--- src/rtl/omer_pkg.sv ---
// Shared types and constants for the kamus instruction fetch stage.
package omer_pkg;

   localparam int unsigned XLEN              = 32;
   localparam logic [31:0] BOOT_ADDR_DEFAULT = 32'h0000_0000;

   typedef enum logic [1:0] {
      FETCH = 2'd0,
      WAIT  = 2'd1,
      FLUSH = 2'd2
   } fetch_state_e;

   typedef struct packed {
      logic [31:0] pc;
      logic [31:0] ins;
   } fetch_entry_t;

endpackage

--- src/rtl/kamus_fetch_if.sv ---
// Instruction memory request/response bus between the fetch stage and memory.
interface kamus_fetch_if;
   import omer_pkg::*;

   logic            imem_req_o;
   logic [XLEN-1:0] imem_addr_o;
   logic            imem_gnt_i;
   logic            imem_rvalid_i;
   logic [XLEN-1:0] imem_rdata_i;

   modport master (
      output imem_req_o, imem_addr_o,
      input  imem_gnt_i, imem_rvalid_i, imem_rdata_i
   );

   modport slave (
      input  imem_req_o, imem_addr_o,
      output imem_gnt_i, imem_rvalid_i, imem_rdata_i
   );

endinterface

--- src/rtl/kamus_fetch_fifo.sv ---
// Synchronous FIFO of fetched {pc, ins} entries with single-cycle flush.
module kamus_fetch_fifo
   import omer_pkg::*;
#(
   parameter  int unsigned DEPTH = 2,
   localparam int unsigned AW    = $clog2(DEPTH),
   localparam int unsigned CW    = AW + 1
) (
   input  logic            clk_i,
   input  logic            rst_ni,
   input  logic            i_flush,
   input  logic            i_push,
   input  logic            i_pop,
   input  fetch_entry_t    i_data,
   output fetch_entry_t    o_data,
   output logic [CW-1:0]   o_count,
   output logic            o_full,
   output logic            o_empty
);

   fetch_entry_t  r_mem [DEPTH];
   logic [AW-1:0] r_wptr;
   logic [AW-1:0] r_rptr;
   logic [CW-1:0] r_count;
   logic          w_pop;

   assign w_pop   = i_pop && !o_empty;
   assign o_full  = (r_count == CW'(DEPTH));
   assign o_empty = (r_count == '0);
   assign o_count = r_count;
   assign o_data  = r_mem[r_rptr];

   // Storage is cleared on reset so the head reads as zero out of reset.
   always_ff @(posedge clk_i) begin
      if (!rst_ni) begin
         r_wptr  <= '0;
         r_rptr  <= '0;
         r_count <= '0;
         for (int i = 0; i < int'(DEPTH); i++) r_mem[i] <= '0;
      end else if (i_flush) begin
         r_wptr  <= '0;
         r_rptr  <= '0;
         r_count <= '0;
      end else begin
         if (i_push) begin
            r_mem[r_wptr] <= i_data;
            r_wptr        <= r_wptr + AW'(1);
         end
         if (w_pop) r_rptr <= r_rptr + AW'(1);
         case ({i_push, w_pop})
            2'b10:   r_count <= r_count + CW'(1);
            2'b01:   r_count <= r_count - CW'(1);
            default: r_count <= r_count;
         endcase
      end
   end

endmodule

--- src/rtl/kamus_fetch.sv ---
// Instruction fetch stage: one outstanding memory request, FIFO towards decode,
// redirect handling with discard of in-flight responses.
module kamus_fetch
   import omer_pkg::*;
#(
   parameter logic [31:0] BOOT_ADDR  = BOOT_ADDR_DEFAULT,
   parameter int unsigned FIFO_DEPTH = 2
) (
   input  logic              clk_i,
   input  logic              rst_ni,
   input  logic              redirect_i,
   input  logic [31:0]       redirect_pc_i,
   kamus_fetch_if.master     imem,
   output logic              ins_valid_o,
   output logic [31:0]       ins_o,
   output logic [31:0]       ins_pc_o,
   input  logic              ins_ready_i,
   output logic              misaligned_o
);

   localparam int unsigned CW = $clog2(FIFO_DEPTH) + 1;
   localparam int unsigned OW = CW + 1;

   fetch_state_e  r_state;
   fetch_state_e  w_state_nxt;
   logic [31:0]   r_pc;
   logic [31:0]   w_pc_nxt;
   logic [31:0]   r_req_pc;
   logic [31:0]   w_req_pc_nxt;
   logic          r_misaligned;

   logic          w_req;
   logic          w_push;
   logic          w_pop;
   logic          w_full;
   logic          w_empty;
   logic          w_room;
   logic [CW-1:0] w_count;
   logic [OW-1:0] w_occ;
   logic [31:0]   w_redir_pc;
   fetch_entry_t  w_entry;
   fetch_entry_t  w_head;

   assign w_pop      = !w_empty && ins_ready_i;
   assign w_redir_pc = {redirect_pc_i[31:2], 2'b00};
   assign w_entry    = '{pc: r_req_pc, ins: imem.imem_rdata_i};

   // A head entry leaving this cycle frees its slot for the request issued now.
   assign w_occ  = OW'(w_count) + OW'(r_state == WAIT) - OW'(w_pop);
   assign w_room = (w_occ < OW'(FIFO_DEPTH));

   always_ff @(posedge clk_i) begin
      if (!rst_ni) begin
         r_state      <= FETCH;
         r_pc         <= BOOT_ADDR;
         r_req_pc     <= '0;
         r_misaligned <= 1'b0;
      end else begin
         r_state      <= w_state_nxt;
         r_pc         <= w_pc_nxt;
         r_req_pc     <= w_req_pc_nxt;
         r_misaligned <= redirect_i && (redirect_pc_i[1:0] != 2'b00);
      end
   end

   always_comb begin
      w_state_nxt  = r_state;
      w_pc_nxt     = r_pc;
      w_req_pc_nxt = r_req_pc;
      w_req        = 1'b0;
      w_push       = 1'b0;
      case (r_state)
         FETCH: begin
            w_req = w_room && !redirect_i;
            if (redirect_i) begin
               w_pc_nxt = w_redir_pc;
            end else if (w_req && imem.imem_gnt_i) begin
               w_req_pc_nxt = r_pc;
               w_pc_nxt     = r_pc + 32'd4;
               w_state_nxt  = WAIT;
            end
         end
         WAIT: begin
            if (redirect_i) begin
               w_pc_nxt    = w_redir_pc;
               w_state_nxt = imem.imem_rvalid_i ? FETCH : FLUSH;
            end else if (imem.imem_rvalid_i) begin
               w_push = 1'b1;
               w_req  = w_room;
               if (w_req && imem.imem_gnt_i) begin
                  w_req_pc_nxt = r_pc;
                  w_pc_nxt     = r_pc + 32'd4;
               end else begin
                  w_state_nxt  = FETCH;
               end
            end
         end
         FLUSH: begin
            if (redirect_i) w_pc_nxt = w_redir_pc;
            if (imem.imem_rvalid_i) w_state_nxt = FETCH;
         end
         default: w_state_nxt = FETCH;
      endcase
   end

   kamus_fetch_fifo #(.DEPTH(FIFO_DEPTH)) u_fifo (
      .clk_i   (clk_i),
      .rst_ni  (rst_ni),
      .i_flush (redirect_i),
      .i_push  (w_push),
      .i_pop   (w_pop),
      .i_data  (w_entry),
      .o_data  (w_head),
      .o_count (w_count),
      .o_full  (w_full),
      .o_empty (w_empty)
   );

   assign imem.imem_req_o  = w_req && rst_ni;
   assign imem.imem_addr_o = r_pc;
   assign ins_valid_o      = !w_empty;
   assign ins_o            = w_head.ins;
   assign ins_pc_o         = w_head.pc;
   assign misaligned_o     = r_misaligned;

   a_no_push_full: assert property (@(posedge clk_i) disable iff (!rst_ni)
      !(w_push && w_full && !w_pop));

endmodule

--- src/flat_wrapper.sv ---
// flat-port wrapper written by rule: the top's interface ports become plain ports
module kamus_fetch_flat import omer_pkg::*;
#(
   parameter logic [31:0] BOOT_ADDR  = BOOT_ADDR_DEFAULT,
   parameter int unsigned FIFO_DEPTH = 2
)
  (clk_i, rst_ni, redirect_i, redirect_pc_i, ins_valid_o, ins_o, ins_pc_o, ins_ready_i, misaligned_o, imem_imem_req_o, imem_imem_addr_o, imem_imem_gnt_i, imem_imem_rvalid_i, imem_imem_rdata_i);
  kamus_fetch_if imem_i ();
  input  logic clk_i;
  input  logic rst_ni;
  input  logic redirect_i;
  input  logic [31:0] redirect_pc_i;
  output logic ins_valid_o;
  output logic [31:0] ins_o;
  output logic [31:0] ins_pc_o;
  input  logic ins_ready_i;
  output logic misaligned_o;
  output wire logic [$bits(imem_i.imem_req_o)-1:0] imem_imem_req_o;
  output wire logic [$bits(imem_i.imem_addr_o)-1:0] imem_imem_addr_o;
  input wire logic [$bits(imem_i.imem_gnt_i)-1:0] imem_imem_gnt_i;
  input wire logic [$bits(imem_i.imem_rvalid_i)-1:0] imem_imem_rvalid_i;
  input wire logic [$bits(imem_i.imem_rdata_i)-1:0] imem_imem_rdata_i;
  assign imem_imem_req_o = imem_i.imem_req_o;
  assign imem_imem_addr_o = imem_i.imem_addr_o;
  assign imem_i.imem_gnt_i = imem_imem_gnt_i;
  assign imem_i.imem_rvalid_i = imem_imem_rvalid_i;
  assign imem_i.imem_rdata_i = imem_imem_rdata_i;
  kamus_fetch #(.BOOT_ADDR(BOOT_ADDR), .FIFO_DEPTH(FIFO_DEPTH)) u_core (.clk_i(clk_i), .rst_ni(rst_ni), .redirect_i(redirect_i), .redirect_pc_i(redirect_pc_i), .imem(imem_i), .ins_valid_o(ins_valid_o), .ins_o(ins_o), .ins_pc_o(ins_pc_o), .ins_ready_i(ins_ready_i), .misaligned_o(misaligned_o));
endmodule
--- config.mk ---
export PLATFORM = sky130hd
export DESIGN_NAME = kamus_fetch_flat
export DESIGN_NICKNAME = d
export VERILOG_FILES = /design/src/rtl/omer_pkg.sv /design/src/rtl/kamus_fetch_if.sv /design/src/rtl/kamus_fetch_fifo.sv /design/src/rtl/kamus_fetch.sv /design/src/flat_wrapper.sv
export SDC_FILE = /design/constraint.sdc
export NUM_CORES = 1
export LEC_CHECK = 0
export CAP_MARGIN = 20
export CORE_MARGIN = 10
export CORE_UTILIZATION = 37
export CTS_CLUSTER_DIAMETER = 200
export DETAILED_ROUTE_END_ITERATION = 12
export PLACE_DENSITY = 0.64
export SYNTH_ARGS = -nofsm -noshare
export SYNTH_HDL_FRONTEND = slang
export SYNTH_HIERARCHICAL = 1
export SYNTH_SLANG_ARGS = --single-unit
--- constraint.sdc ---
create_clock -name clk_i -period 7.4 [get_ports clk_i]
set_input_delay 1.11 -clock clk_i [delete_from_list [all_inputs] [get_ports clk_i]]
set_output_delay 1.11 -clock clk_i [all_outputs]
set_load 0.02 [all_outputs]
-- After elaboration in Yosys (flattened, before gate mapping)
Memory sizes are Yosys's and may differ from the RTL's. A register that Yosys moved wholly into a read port is not among the register bits.
Index checks and enable logic that the tools add are counted.
- flip-flop bits (word level): 71
- memory bits (writable): 128
- output and inout port bits: 99
- logic and storage cells: 90
- memories: 1
- memories (name ; words ; bits a word ; rd ports ; clocked after memory_dff ; write ports ; RTL line ; source):
    u_core.u_fifo.r_mem ; 2 ; 64 ; 1 ; 1 ; 2 ; kamus_fetch_fifo.sv:21 ; fetch_entry_t r_mem [DEPTH];
- add/sub/neg operators: 7
- $lt $le $gt $ge: 1
- eq/ne operators: 15
- multiplexer cells: 38
- bitwise operators: 1
- reductions and logical operators: 20
- operators by type and width (operator ; number):
    2-to-1 mux 32 bit ; 11
    case mux 32 bit (3 select lines) ; 1
    2-to-1 mux 64 bit ; 1
    case mux 32 bit (2 select lines) ; 1
    OR reduction 64 bit ; 1
    adder 32 x 3 -> 32 bit (second input constant) ; 1
    2-to-1 mux 1 bit ; 14
    2-to-1 mux 2 bit ; 7
    inequality test 2 bit (second input constant) ; 6
    AND reduction 5 bit ; 2
    inequality test 3 bit (second input constant) ; 3
    logical AND 1 bit ; 7
    case mux 2 bit (3 select lines) ; 1
    AND reduction 6 bit ; 1
    nonzero test 2 bit ; 3
    == test 2 x 1 -> 1 bit (second input constant) ; 2
    == test 2 bit (second input constant) ; 2
    zero test 2 bit ; 2
    case mux 2 bit (2 select lines) ; 1
    adder 2 x 1 -> 3 bit ; 1
    < comparator 3 x 2 -> 1 bit (second input constant) ; 1
    inequality test 3 x 2 -> 1 bit (second input constant) ; 1
    nonzero test 3 bit ; 1
    subtractor 3 x 1 -> 3 bit ; 1
    8 further kinds ; 10

-- Depth between registers and ports, before layout
- depth in word-level cells: 10
- gate-level depth with buffers: 13
- depth with buffers taken out: 10

-- By module
The synthesis kept the hierarchy.
- by module, submodules not included (module ; times used ; cells an instance ; area each (sq um)):
    kamus_fetch_fifo ; 1 ; 383 ; 5775.5
    kamus_fetch ; 1 ; 418 ; 3213.1

-- Worst setup path before layout
No wires, ideal clock.
- path type: input to register
- from: in redirect_i
- to: mem u_core/u_fifo/r_mem[0][0] in the netlist's numbering (enable)
- data arrival time: 4.642 ns
- required time: 6.906 ns
- path slack: 2.264 ns
- stages: 4
- path through: clkbuf_1 nor3b_1 nand2b_1 o21ai_1
- RTL lines (what ; RTL line ; source):
    start: declaration ; flat_wrapper.sv:11 ; input logic redirect_i;
    end: declaration ; kamus_fetch_fifo.sv:21 ;

-- Final worst setup path
- from: in ins_ready_i
- to: out imem_imem_req_o
- longest elaborated chain between the ends: 7
- elaborated cells between the ends (all ways): 8
- those cells by class: 1 x add/sub; 1 x order compare; 3 x mux; 3 x reduce/logical
- ends and longest elaborated chain (what ; RTL line ; source):
    start: declaration ; flat_wrapper.sv:16 ; input logic ins_ready_i;
    logical AND 1 bit (*) ; kamus_fetch.sv:44 ; assign w_pop = !w_empty && ins_ready_i;
    named net u_core.w_pop ; kamus_fetch.sv:34 ; logic w_pop;
    subtractor 3 x 1 -> 3 bit (*) ; kamus_fetch.sv:49 ; assign w_occ = OW'(w_count) + OW'(r_state == WAIT) - OW'(w_pop);
    < comparator 3 x 2 -> 1 bit (*) ; kamus_fetch.sv:50 ; assign w_room = (w_occ < OW'(FIFO_DEPTH));
    2-to-1 mux 1 bit ; kamus_fetch.sv:87 ; end else if (imem.imem_rvalid_i) begin
    2-to-1 mux 1 bit ; kamus_fetch.sv:84 ; if (redirect_i) begin
    case mux 1 bit (2 select lines) (*) ; kamus_fetch.sv:72 ; case (r_state)
    logical AND 1 bit (*) ; kamus_fetch.sv:119 ; assign imem.imem_req_o = w_req && rst_ni;
    end: declaration ; flat_wrapper.sv:18 ; output wire logic [$bits(imem_i.imem_req_o)-1:0] imem_imem_req_o;
Mark *: on every way through the listed nets, which the timed path passes. The rest lies on a longest branch.

==> flow_summary.toml <==
[status]
outcome = "finished, final reports clean"

[setup_path]
start_kind = "input port"
crit_path_end_kind = "output port"
crit_arrival_ns = 3.66
worstRegToRegCells = 11
worst-path-buf-inv = 2
path_cells = "clkdlybuf4s50_1 > nor2b_1 > ha_1 > nand2b_1 > fa_1 > xnor2_2 > nand3_1 > nor2_1 > clkdlybuf4s50_1"
r2r_start = "u_core/r_state[0]"
ff2ff_setup_slack_ns = 4.19
critPathMaxStageDelay_ns = 0.61
critPathKind = "input port to output port"
crit_top_cell = "clkdlybuf4s50_1"
slowest_stage = "clkdlybuf4s50_1"
crit_path_max_fanout = 6
r2r_end = "u_core/imem.imem_addr_o[27]"
cpLargestDelayFamily = "buffers and inverters"
required_ns = 6.29

[cells_and_area]
synthToLayoutAreaGrowth_pct = 27.5
fin_cells = 1268
nFillCells = 2222
drive_gt1_share_pct = 7.06
n_antenna_cell = 0
final_util_pct = 48.4
nNetsFinal = 1010

[route]
viasPerCell = 5.24
wl_met3_mm = 1.88
drcViolationCount = 0
drt_first_iter_violations = 499
via_count = 6639
routed-wl-met2_mm = 10.0
wl_per_cell_um = 18.2
antenna_left = 0
wl_met1_mm = 10.9
wl_mm = 23.1
drtPass1Iterations = 5
top_layer_used = "met4"

[worst_hold_path]
min_path_type = "flip-flop to flip-flop"
hold_depth = 2
worst_hold_path.endpoint = "u_core/r_req_pc[18]"
hold_start = "u_core/r_req_pc[18]"

[die]
num_rows = 56
dieArea_mm2 = 0.0309
die_y_um = 176
num_io_pins = 169
die_width_um = 176
coreArea_mm2 = 0.0237
start_util_pct = 37.9

[sta]
finalSetupTns_ns = 0
rsz0062_at_grt = "no"
hold_viol = 0
layout_min_cycle_time_ns = 4.77
setup_viol = 0
fin_crit_sh_pct = 64.5
worst_pin_slew_ns = 1.02
maxSlewViolCount = 0
max_freq_mhz = 210
relSlewSlack_pct = 32.2
clock_skew_ns = 0.0135

[global_routing]
grt_pass1_wl_mm = 36.2
grt_max_degree = 129
grt_remaining_overflow = 0
grt_pass1_vias = 6414
antenna_found_initial = 0
grt_usage_pct = 14.7

[clock_network]
clock-sinks = 196
clock_path_buffers = 2
h-tree-depth = 4
ctsHoldBuffers = 0
cts_buffers = 17
ctsResizeCount = 0
clkLatencyLatePin_ns = 0.43
postCtsSetupBuffers = 0
path_clk_slew_ns = 0.07
root_buffer = "clkbuf_16"
cts_tree = "built"

[synth]
syn_avg_cell_area_um2 = 11.2
netlist_area_mm2 = 0.00898
yosysWarnings = 6
syn_inst = 800

[place]
place.port_buffers = 166
gp_congestion = 0.826
dp_cells = 1235
hpwlAfterDp_mm = 14.6

[pwr]
p_leak_nw = 4.51
peakVddDrop_uv = 139
cellPowerDensity_mw_per_mm2 = 206

[run]
drv_cap = 0
metal layers:
metal  track usage [%]  vias to the layer above
met1              20.1                     3176
li1                  -                     3229
met4              4.73                        0
met5                 0                        -
met3              4.89                       19
met2              21.4                      215
cell usage in the layout (no fill, tap or decap), drive strengths merged, types with 4 or more instances in the layout:
cell / n
clkdlybuf4s50: 166
and3: 132
edfxtp: 128
nand2: 85
dfxtp: 68
mux2: 66
a21oi: 54
nand3: 30
nor2: 27
clkbuf: 18
nor3: 14
o21ai: 14
inv: 12
nand2b: 11
buf: 11
or3: 9
o211ai: 9
clkinv: 9
a31oi: 8
nand4: 7
conb: 6
nor2b: 6
o211a: 5
o32ai: 4
or2: 4
worst max-delay path by stage:
stage / startpoint / endpoint / slack [ns] / cells after the start
final: ins_ready_i / imem_imem_req_o / 2.63 / 9
after global routing: ins_ready_i / imem_imem_req_o / 2.47 / 9
after CTS: ins_ready_i / imem_imem_req_o / 2.60 / 9
after detailed placement: ins_ready_i / imem_imem_req_o / 2.62 / 9
after global placement: ins_ready_i / imem_imem_req_o / 2.62 / 9
after floorplan: redirect_i / u_core/u_fifo/r_mem[0][0] / 2.26 / 4
final cells by class:
| cell class | count | area (um^2) | share of cell area [%] |
|---|---|---|---|
| clock inverter | 14 | 121 | 1.06 |
| clock buffer | 18 | 429 | 3.75 |
| sequential | 196 | 5210 | 45.5 |
| inverter | 7 | 26.3 | 0.229 |
| timing repair buffer | 177 | 1760 | 15.3 |
| multi-input combinational | 537 | 3510 | 30.7 |
| tap | 319 | 399 | 3.48 |
stage by stage:
| step | setup WS [ns] | area (um^2) | hold WS, ns | total power (W) |
|---|---|---|---|---|
| after global placement | 2.62 | 10900 | 0.448 | 0.00151 |
| final | 2.63 | 11500 | 0.461 | 0.00236 |
| after global routing | 2.47 | 11500 | 0.485 | 0.00245 |
| after floorplan | 2.26 | 9000 | 0.440 | 0.00138 |
| after CTS | 2.60 | 11400 | 0.463 | 0.00238 |
| after detailed placement | 2.62 | 10900 | 0.454 | 0.00152 |
state kept, by name, summed over array words and instances (netlist names), named ones only:
name,flops
u_core/r_state,2
u_core/imem.imem_addr_o,30
u_core/u_fifo/r_wptr,1
u_core/u_fifo/o_count,2
u_core/u_fifo/r_rptr,1
u_core/r_req_pc,30
u_core/misaligned_o,1
u_core/u_fifo/r_mem,128
worst reg2reg max path, delay by kind of cell, from the launching register on:
kind / cells / cell delay [ns]
buf+inv: 2 / 0.37
compound gates: 1 / 0.11
fa+ha+maj: 2 / 0.67
flops: 1 / 0.47
simple gates: 5 / 1.14
xor+xnor: 1 / 0.31
report_power, final:
| part | switching (W) | internal, W |
|---|---|---|
| Sequential | 0.0000339 | 0.00120 |
| Clock | 0.000424 | 0.000442 |
| Combinational | 0.000137 | 0.000113 |
(Power assumes the default switching activity.)
